File: config.mk
export PLATFORM = sky130hd
export DESIGN_NAME = alu_exec_seq
export DESIGN_NICKNAME = d
export VERILOG_FILES = /design/src/rtl/alu_exec_seq_pkg.sv /design/src/rtl/alu_exec_seq_regfile.sv /design/src/rtl/alu_exec_seq.sv
export SDC_FILE = /design/constraint.sdc
export NUM_CORES = 1
export LEC_CHECK = 0
export CAP_MARGIN = 0
export CORE_UTILIZATION = 61
export DETAILED_ROUTE_END_ITERATION = 6
export HOLD_SLACK_MARGIN = 0.08
export PLACE_DENSITY = 0.86
export RECOVER_POWER = 100
export REMOVE_ABC_BUFFERS = 1
export SLEW_MARGIN = 0
export SYNTH_ARGS = -nofsm -noshare
export SYNTH_HDL_FRONTEND = slang
export SYNTH_SLANG_ARGS = --single-unit
File: constraint.sdc
create_clock -name clk -period 2.95 [get_ports clk]
set_input_delay 0.4425 -clock clk [delete_from_list [all_inputs] [get_ports clk]]
set_output_delay 0.4425 -clock clk [all_outputs]
set_load 0.01 [all_outputs]
File: src/rtl/alu_exec_seq_pkg.sv
// ---------------------------------------------------------------------------
// alu_exec_seq_pkg
// Shared definitions for the execute-stage sequencer:
//   - default datapath / register-file geometry
//   - ALU opcode encodings (0..12) and the highest legal opcode
//   - FSM state encoding
//   - helper that identifies the opcodes that trap on a zero divisor
// ---------------------------------------------------------------------------
package alu_exec_seq_pkg;

   localparam int DEF_DATA_W     = 8;
   localparam int DEF_NUM_REGS   = 8;
   localparam int DEF_REG_ADDR_W = 3;

   localparam logic [3:0] ALU_OP_ADDU = 4'd0;
   localparam logic [3:0] ALU_OP_SUBU = 4'd1;
   localparam logic [3:0] ALU_OP_MULU = 4'd2;
   localparam logic [3:0] ALU_OP_DIVU = 4'd3;
   localparam logic [3:0] ALU_OP_MOD  = 4'd4;
   localparam logic [3:0] ALU_OP_NOT  = 4'd5;
   localparam logic [3:0] ALU_OP_AND  = 4'd6;
   localparam logic [3:0] ALU_OP_OR   = 4'd7;
   localparam logic [3:0] ALU_OP_XOR  = 4'd8;
   localparam logic [3:0] ALU_OP_ADD  = 4'd9;
   localparam logic [3:0] ALU_OP_SUB  = 4'd10;
   localparam logic [3:0] ALU_OP_MUL  = 4'd11;
   localparam logic [3:0] ALU_OP_DIV  = 4'd12;
   localparam logic [3:0] ALU_OP_LAST = ALU_OP_DIV;

   typedef enum logic [1:0] {
      ST_IDLE = 2'd0,
      ST_READ = 2'd1,
      ST_EXEC = 2'd2,
      ST_WB   = 2'd3
   } state_e;

   // Opcodes whose second operand is a divisor.
   function automatic logic is_div_class(input logic [3:0] op);
      return (op == ALU_OP_DIVU) || (op == ALU_OP_MOD) || (op == ALU_OP_DIV);
   endfunction

endpackage

File: src/rtl/alu_exec_seq_regfile.sv
// ---------------------------------------------------------------------------
// exec_regfile
// Register file for the execute sequencer.
//   clk, rst_n        : clock, asynchronous active-low reset (clears all regs)
//   rd_en             : when high, both read ports sample on the rising edge
//   raddr1/raddr2     : read addresses
//   rdata1/rdata2     : registered read data (held while rd_en is low)
//   we/waddr/wdata    : single write port, committed on the rising edge
//   dbg_addr/dbg_data : combinational debug read port
// ---------------------------------------------------------------------------
module exec_regfile
   import alu_exec_seq_pkg::*;
#(
   parameter int DATA_W     = DEF_DATA_W,
   parameter int NUM_REGS   = DEF_NUM_REGS,
   parameter int REG_ADDR_W = DEF_REG_ADDR_W
) (
   input  logic                  clk,
   input  logic                  rst_n,
   input  logic                  rd_en,
   input  logic [REG_ADDR_W-1:0] raddr1,
   input  logic [REG_ADDR_W-1:0] raddr2,
   output logic [DATA_W-1:0]     rdata1,
   output logic [DATA_W-1:0]     rdata2,
   input  logic                  we,
   input  logic [REG_ADDR_W-1:0] waddr,
   input  logic [DATA_W-1:0]     wdata,
   input  logic [REG_ADDR_W-1:0] dbg_addr,
   output logic [DATA_W-1:0]     dbg_data
);

   logic [DATA_W-1:0] regs [NUM_REGS];

   always_ff @(posedge clk or negedge rst_n) begin
      if (!rst_n) begin
         for (int i = 0; i < NUM_REGS; i++) begin
            regs[i] <= '0;
         end
      end else if (we) begin
         regs[waddr] <= wdata;
      end
   end

   // Read ports are sampled rather than combinational: they are the ALU
   // operand registers, so the ALU inputs stay stable until the next read.
   always_ff @(posedge clk or negedge rst_n) begin
      if (!rst_n) begin
         rdata1 <= '0;
         rdata2 <= '0;
      end else if (rd_en) begin
         rdata1 <= regs[raddr1];
         rdata2 <= regs[raddr2];
      end
   end

   assign dbg_data = regs[dbg_addr];

endmodule

File: src/rtl/alu_exec_seq.sv
// ---------------------------------------------------------------------------
// alu_exec_seq
// Execute-stage sequencer feeding a combinational ALU.
//   clk, rst_n                    : clock, asynchronous active-low reset
//   in_valid/in_ready             : instruction handshake
//   in_op/in_rd/in_rs1/in_rs2     : register-form instruction fields
//   alu_op/alu_operand1/2         : registered ALU inputs (stable EXEC..WB)
//   alu_out                       : combinational ALU result
//   wb_valid/wb_rd/wb_data        : one-cycle writeback report
//   err                           : one-cycle abort (illegal op, divide by 0)
//   dbg_addr/dbg_data             : combinational register-file peek
// Flow: IDLE -> READ -> EXEC -> WB, with a new instruction accepted in WB
// giving one instruction every three cycles.
// ---------------------------------------------------------------------------
module alu_exec_seq
   import alu_exec_seq_pkg::*;
#(
   parameter int DATA_W     = DEF_DATA_W,
   parameter int NUM_REGS   = DEF_NUM_REGS,
   parameter int REG_ADDR_W = DEF_REG_ADDR_W
) (
   input  logic                  clk,
   input  logic                  rst_n,
   input  logic                  in_valid,
   output logic                  in_ready,
   input  logic [3:0]            in_op,
   input  logic [REG_ADDR_W-1:0] in_rd,
   input  logic [REG_ADDR_W-1:0] in_rs1,
   input  logic [REG_ADDR_W-1:0] in_rs2,
   output logic [3:0]            alu_op,
   output logic [DATA_W-1:0]     alu_operand1,
   output logic [DATA_W-1:0]     alu_operand2,
   input  logic [DATA_W-1:0]     alu_out,
   output logic                  wb_valid,
   output logic [REG_ADDR_W-1:0] wb_rd,
   output logic [DATA_W-1:0]     wb_data,
   output logic                  err,
   input  logic [REG_ADDR_W-1:0] dbg_addr,
   output logic [DATA_W-1:0]     dbg_data
);

   state_e                  state_reg, state_next;
   logic [3:0]              op_reg;
   logic [REG_ADDR_W-1:0]   rd_reg, rs1_reg, rs2_reg;
   logic [3:0]              alu_op_reg;
   logic                    wb_valid_reg, err_reg;
   logic [REG_ADDR_W-1:0]   wb_rd_reg;
   logic [DATA_W-1:0]       wb_data_reg;
   logic                    handshake;
   logic                    illegal_exec;
   logic                    rf_rd_en, rf_we;

   assign in_ready  = (state_reg == ST_IDLE) || (state_reg == ST_WB);
   assign handshake = in_valid && in_ready;

   // Evaluated during EXEC, where the operands sampled in READ are already
   // registered; this gives the same verdict as checking regs[rs2] in READ.
   assign illegal_exec = (alu_op_reg > ALU_OP_LAST) ||
                         (is_div_class(alu_op_reg) && (alu_operand2 == '0));

   assign rf_rd_en = (state_reg == ST_READ);
   // The write lands on the edge leaving WB, i.e. before the next READ samples.
   assign rf_we    = (state_reg == ST_WB) && wb_valid_reg;

   exec_regfile #(
      .DATA_W     (DATA_W),
      .NUM_REGS   (NUM_REGS),
      .REG_ADDR_W (REG_ADDR_W)
   ) u_regfile (
      .clk      (clk),
      .rst_n    (rst_n),
      .rd_en    (rf_rd_en),
      .raddr1   (rs1_reg),
      .raddr2   (rs2_reg),
      .rdata1   (alu_operand1),
      .rdata2   (alu_operand2),
      .we       (rf_we),
      .waddr    (wb_rd_reg),
      .wdata    (wb_data_reg),
      .dbg_addr (dbg_addr),
      .dbg_data (dbg_data)
   );

   always_comb begin
      state_next = state_reg;
      case (state_reg)
         ST_IDLE: if (handshake) state_next = ST_READ;
         ST_READ: state_next = ST_EXEC;
         ST_EXEC: state_next = ST_WB;
         ST_WB:   state_next = handshake ? ST_READ : ST_IDLE;
         default: state_next = ST_IDLE;
      endcase
   end

   always_ff @(posedge clk or negedge rst_n) begin
      if (!rst_n) begin
         state_reg    <= ST_IDLE;
         op_reg       <= '0;
         rd_reg       <= '0;
         rs1_reg      <= '0;
         rs2_reg      <= '0;
         alu_op_reg   <= '0;
         wb_valid_reg <= 1'b0;
         err_reg      <= 1'b0;
         wb_rd_reg    <= '0;
         wb_data_reg  <= '0;
      end else begin
         state_reg <= state_next;

         if (handshake) begin
            op_reg  <= in_op;
            rd_reg  <= in_rd;
            rs1_reg <= in_rs1;
            rs2_reg <= in_rs2;
         end

         if (state_reg == ST_READ) begin
            alu_op_reg <= op_reg;
         end

         // Result capture doubles as the WB report; pulses clear after WB.
         if (state_reg == ST_EXEC) begin
            wb_valid_reg <= !illegal_exec;
            err_reg      <= illegal_exec;
            wb_rd_reg    <= rd_reg;
            wb_data_reg  <= illegal_exec ? '0 : alu_out;
         end else begin
            wb_valid_reg <= 1'b0;
            err_reg      <= 1'b0;
         end
      end
   end

   assign alu_op   = alu_op_reg;
   assign wb_valid = wb_valid_reg;
   assign err      = err_reg;
   assign wb_rd    = wb_rd_reg;
   assign wb_data  = wb_data_reg;

endmodule
==> results.py <==
metrics = {
    "sta": {
        "worst_pin_slew_ns": 1.198,
        "report.final.hold_viol_count": 0,
        "worst_clock_skew_ns": 0.008314,
        "fin_hold_ws_ns": 0.5110,
        "fin_tns_setup_ns": 0,
        "relSlewSlack_pct": 20.15,
        "setup-violations-final": 0,
        "timing.final.crit_share_pct": 93.25,
        "maxSlewViolCount": 0,
        "fin_crit_ns": 2.751,
        "timing.fmax_mhz": 363.5,
        "rsz_0062_raised_after_global_routing": "no",
    },
    "layout": {
        "max_ffs_per_register": 64,
        "final_instance_area_um2": 6778,
        "finalNetCount": 486,
        "leading_cell_type_in_the_layout_fill_and_taps_excluded": "dfrtp_1",
        "regMostFlops": "u_regfile.regs",
        "layout.cells.most_common_list": "112 x dfrtp_1, 82 x mux2_2, 37 x dlygate4sd3_1",
        "drive_gt1_share_pct": 30.28,
        "post-route-util_pct": 73.01,
        "diodes": 0,
        "synthToLayoutAreaGrowth_pct": 15.45,
        "num-fill-cells": 637,
    },
    "critical_path": {
        "cp_cell_sequence": "clkbuf_1 > clkbuf_16 > mux4_1 > mux2_2 > dlygate4sd3_1",
        "worst_ep_required_time_ns": 2.51,
        "cp_slowest_cell": "dlygate4sd3_1",
        "critical_path_class": "primary input to primary output",
        "critical_path.max_fanout": 8,
        "worst_ep_arrival_time_ns": 2.31,
        "critical_path.endpoint_type": "primary output",
        "setup.worst_path.start_class": "primary input",
        "timing.critical_path.slowest_cell_delay_ns": 0.60,
    },
    "global_routing": {
        "grt_start_max_net_pins": 50,
        "grt_first_pass_wirelength_um": 21870,
        "grt_remaining_overflow": 0,
        "grt_antenna_before_repair": 0,
        "grt_busiest_layer": "met2",
        "first_global_vias": 3908,
        "global_routing_usage_on_met1_pct": 39.14,
        "global_route.usage.met3_pct": 6.198,
        "gr-usage-met2_pct": 49.34,
        "track_usage_pct": 30.06,
    },
    "routing": {
        "routed_wirelength_um": 13990,
        "route.detailed.vias_per_inst": 6.401,
        "antenna_left": 0,
        "routed-via-count": 3764,
        "remaining_drc_errors": 0,
        "dr.pass1.iters": 4,
        "average_routed_wire_per_standard_cell_um": 23.79,
        "drt-initial-drc-count": 197,
    },
    "pwr": {
        "p_per_area_nw_per_um2": 986.7,
        "vdd_ir_drop_max_mv": 0.6240,
        "leakage_component_of_the_power_nw": 3.058,
        "fin_total_pwr_mw": 6.688,
    },
    "floorplanning": {
        "floorplan.io_pins": 69,
        "die_height_um": 100.1,
        "design.core.area_um2": 9284,
        "floorplan.initialDensity_pct": 63.23,
        "fp.dieW_um": 100.1,
        "dieArea_um2": 10020,
        "placement_row_count": 35,
    },
    "synthesis": {
        "netlist.area_leader.share_pct": 47.74,
        "synth_edf_count": 0,
        "synthTopCellsByArea": "dfrtp_1 48%, mux2_2 16%, mux4_2 13%",
        "post_synth_instance_area_um2": 5871,
        "synth_warnings": 0,
        "asyncSetResetFlopFracSynth_pct": 100.0,
        "netlist_cell_types": 33,
        "yosys.area.top_type": "dfrtp_1",
        "postSynthAreaPerCell_um2": 15.13,
        "yosys_register_bits": 112,
        "synth.yosys.seq_area_share_pct": 47.74,
        "primary_flip_flop_cell_chosen_by_synthesis_mapping": "dfrtp_1",
        "netlist_instances": 388,
    },
    "clock_network": {
        "cts_htree_levels": 3,
        "worst_setup_hold_path_clk_slew_ns": 0.10,
        "cts_tree": "yes",
        "tritoncts.num_buffers": 9,
        "clock_latency_ns": 0.38,
        "cts_root_buf": "clkbuf_8",
        "number_of_clock_sinks": 112,
        "postCtsSetupRepairBufs": 0,
        "max-clock-path-buffers": 2,
    },
    "place": {
        "hpwlAfterDp_um": 9329,
        "numPortBuffers": 68,
        "placed_cell_area_um2": 6668,
        "finalWeightedCongestion": 0.8476,
    },
    "worst_hold_path": {
        "worst_min_delay_path_category": "flop to flop",
    },
    "status": {
        "outcome": "finished, final reports clean",
    },
    "flow_run": {
        "max_cap_viol_count": 0,
    },
}
## power by group
part	total, mW	leakage, nW	switching (mW)	internal (mW)
Combinational	2.78	1.52	1.10	1.68
Clock	0.870	0.0967	0.514	0.356
Sequential	3.03	1.44	0.892	2.14
Total	6.69	3.06	2.50	4.18
## path summary, 6_finish.rpt
check                      slack [ns]  cells past startpoint                              end                    from
max                              0.20                      5                      dbg_data[0]             dbg_addr[0]
max in group asynchronous        0.60                      3   u_regfile.regs[35]$_DFFE_PN0P_                   rst_n
max reg2reg                      0.51                      4  u_regfile.rdata1[7]$_DFFE_PN0N_  rs1_reg[0]$_DFFE_PN0P_
min in group asynchronous        0.84                      2  u_regfile.rdata1[1]$_DFFE_PN0N_                   rst_n
min                              0.51                      1            rd_reg[2]$_DFFE_PN0P_   rd_reg[2]$_DFFE_PN0P_
min reg2reg                      0.51                      1            rd_reg[2]$_DFFE_PN0P_   rd_reg[2]$_DFFE_PN0P_
## Yosys cell counts (3+ instances only)
cell type	n
clkbuf_1	7
nand2b_1	3
mux4_1	14
o22ai_1	8
buf_4	3
nor2_1	17
mux2_2	84
dfrtp_1	112
inv_1	11
mux2i_1	16
a21oi_1	16
buf_2	11
nor2_2	6
nand2_1	3
mux4_2	34
mux2_4	8
ha_1	5
buf_6	3
nand3_1	8
## critical path: cells and delay by family
kind     cells  cell delay (ns)
buf+inv      3             1.06
mux          2             0.80
## logic make-up (layout without fill, tap and decap cells)
logic type,after synthesis,in the layout,synth area share (%)
AOI/OAI and AO/OA,31,31,3.133
adders and majority gates,5,5,1.066
buffers and inverters,37,108,3.474
DFF,112,112,47.74
muxes,156,156,40.20
and+or+nand+nor,47,47,4.390
## through the flow
stage	std cells	setup slack, ns
after floorplan	362	1.003
after global placement	570	0.05835
after detailed placement	570	0.01916
after CTS	587	0.01311
after global routing	588	0.1440
final	588	0.1991
## layer usage
metal / vias up / share of wire (%)
li1: 1614 / -
met1: 1970 / 40
met2: 146 / 51
met3: 34 / 6.0
met4: 0 / 3.1
met5: - / 0
## timing repair
action / 4_1_cts / 5_1_grt
gates resized for setup: 0 / 1
hold endpoints to repair: 1 / 0
endpoints found under the setup margin: 0 / 3
hold buffers: 1 / 0
## cell type report
class	count	area, um^2	share of cell area, %
repair buffers	81	788.3	11.63
clock inverters	4	27.53	0.4061
flip-flops and latches	112	2803	41.35
well taps	129	161.4	2.381
inverters	11	41.29	0.6092
clock buffers	12	155.1	2.289
multi-input cells	239	2801	41.33
Note: power is estimated with default switching activity, not from simulation.
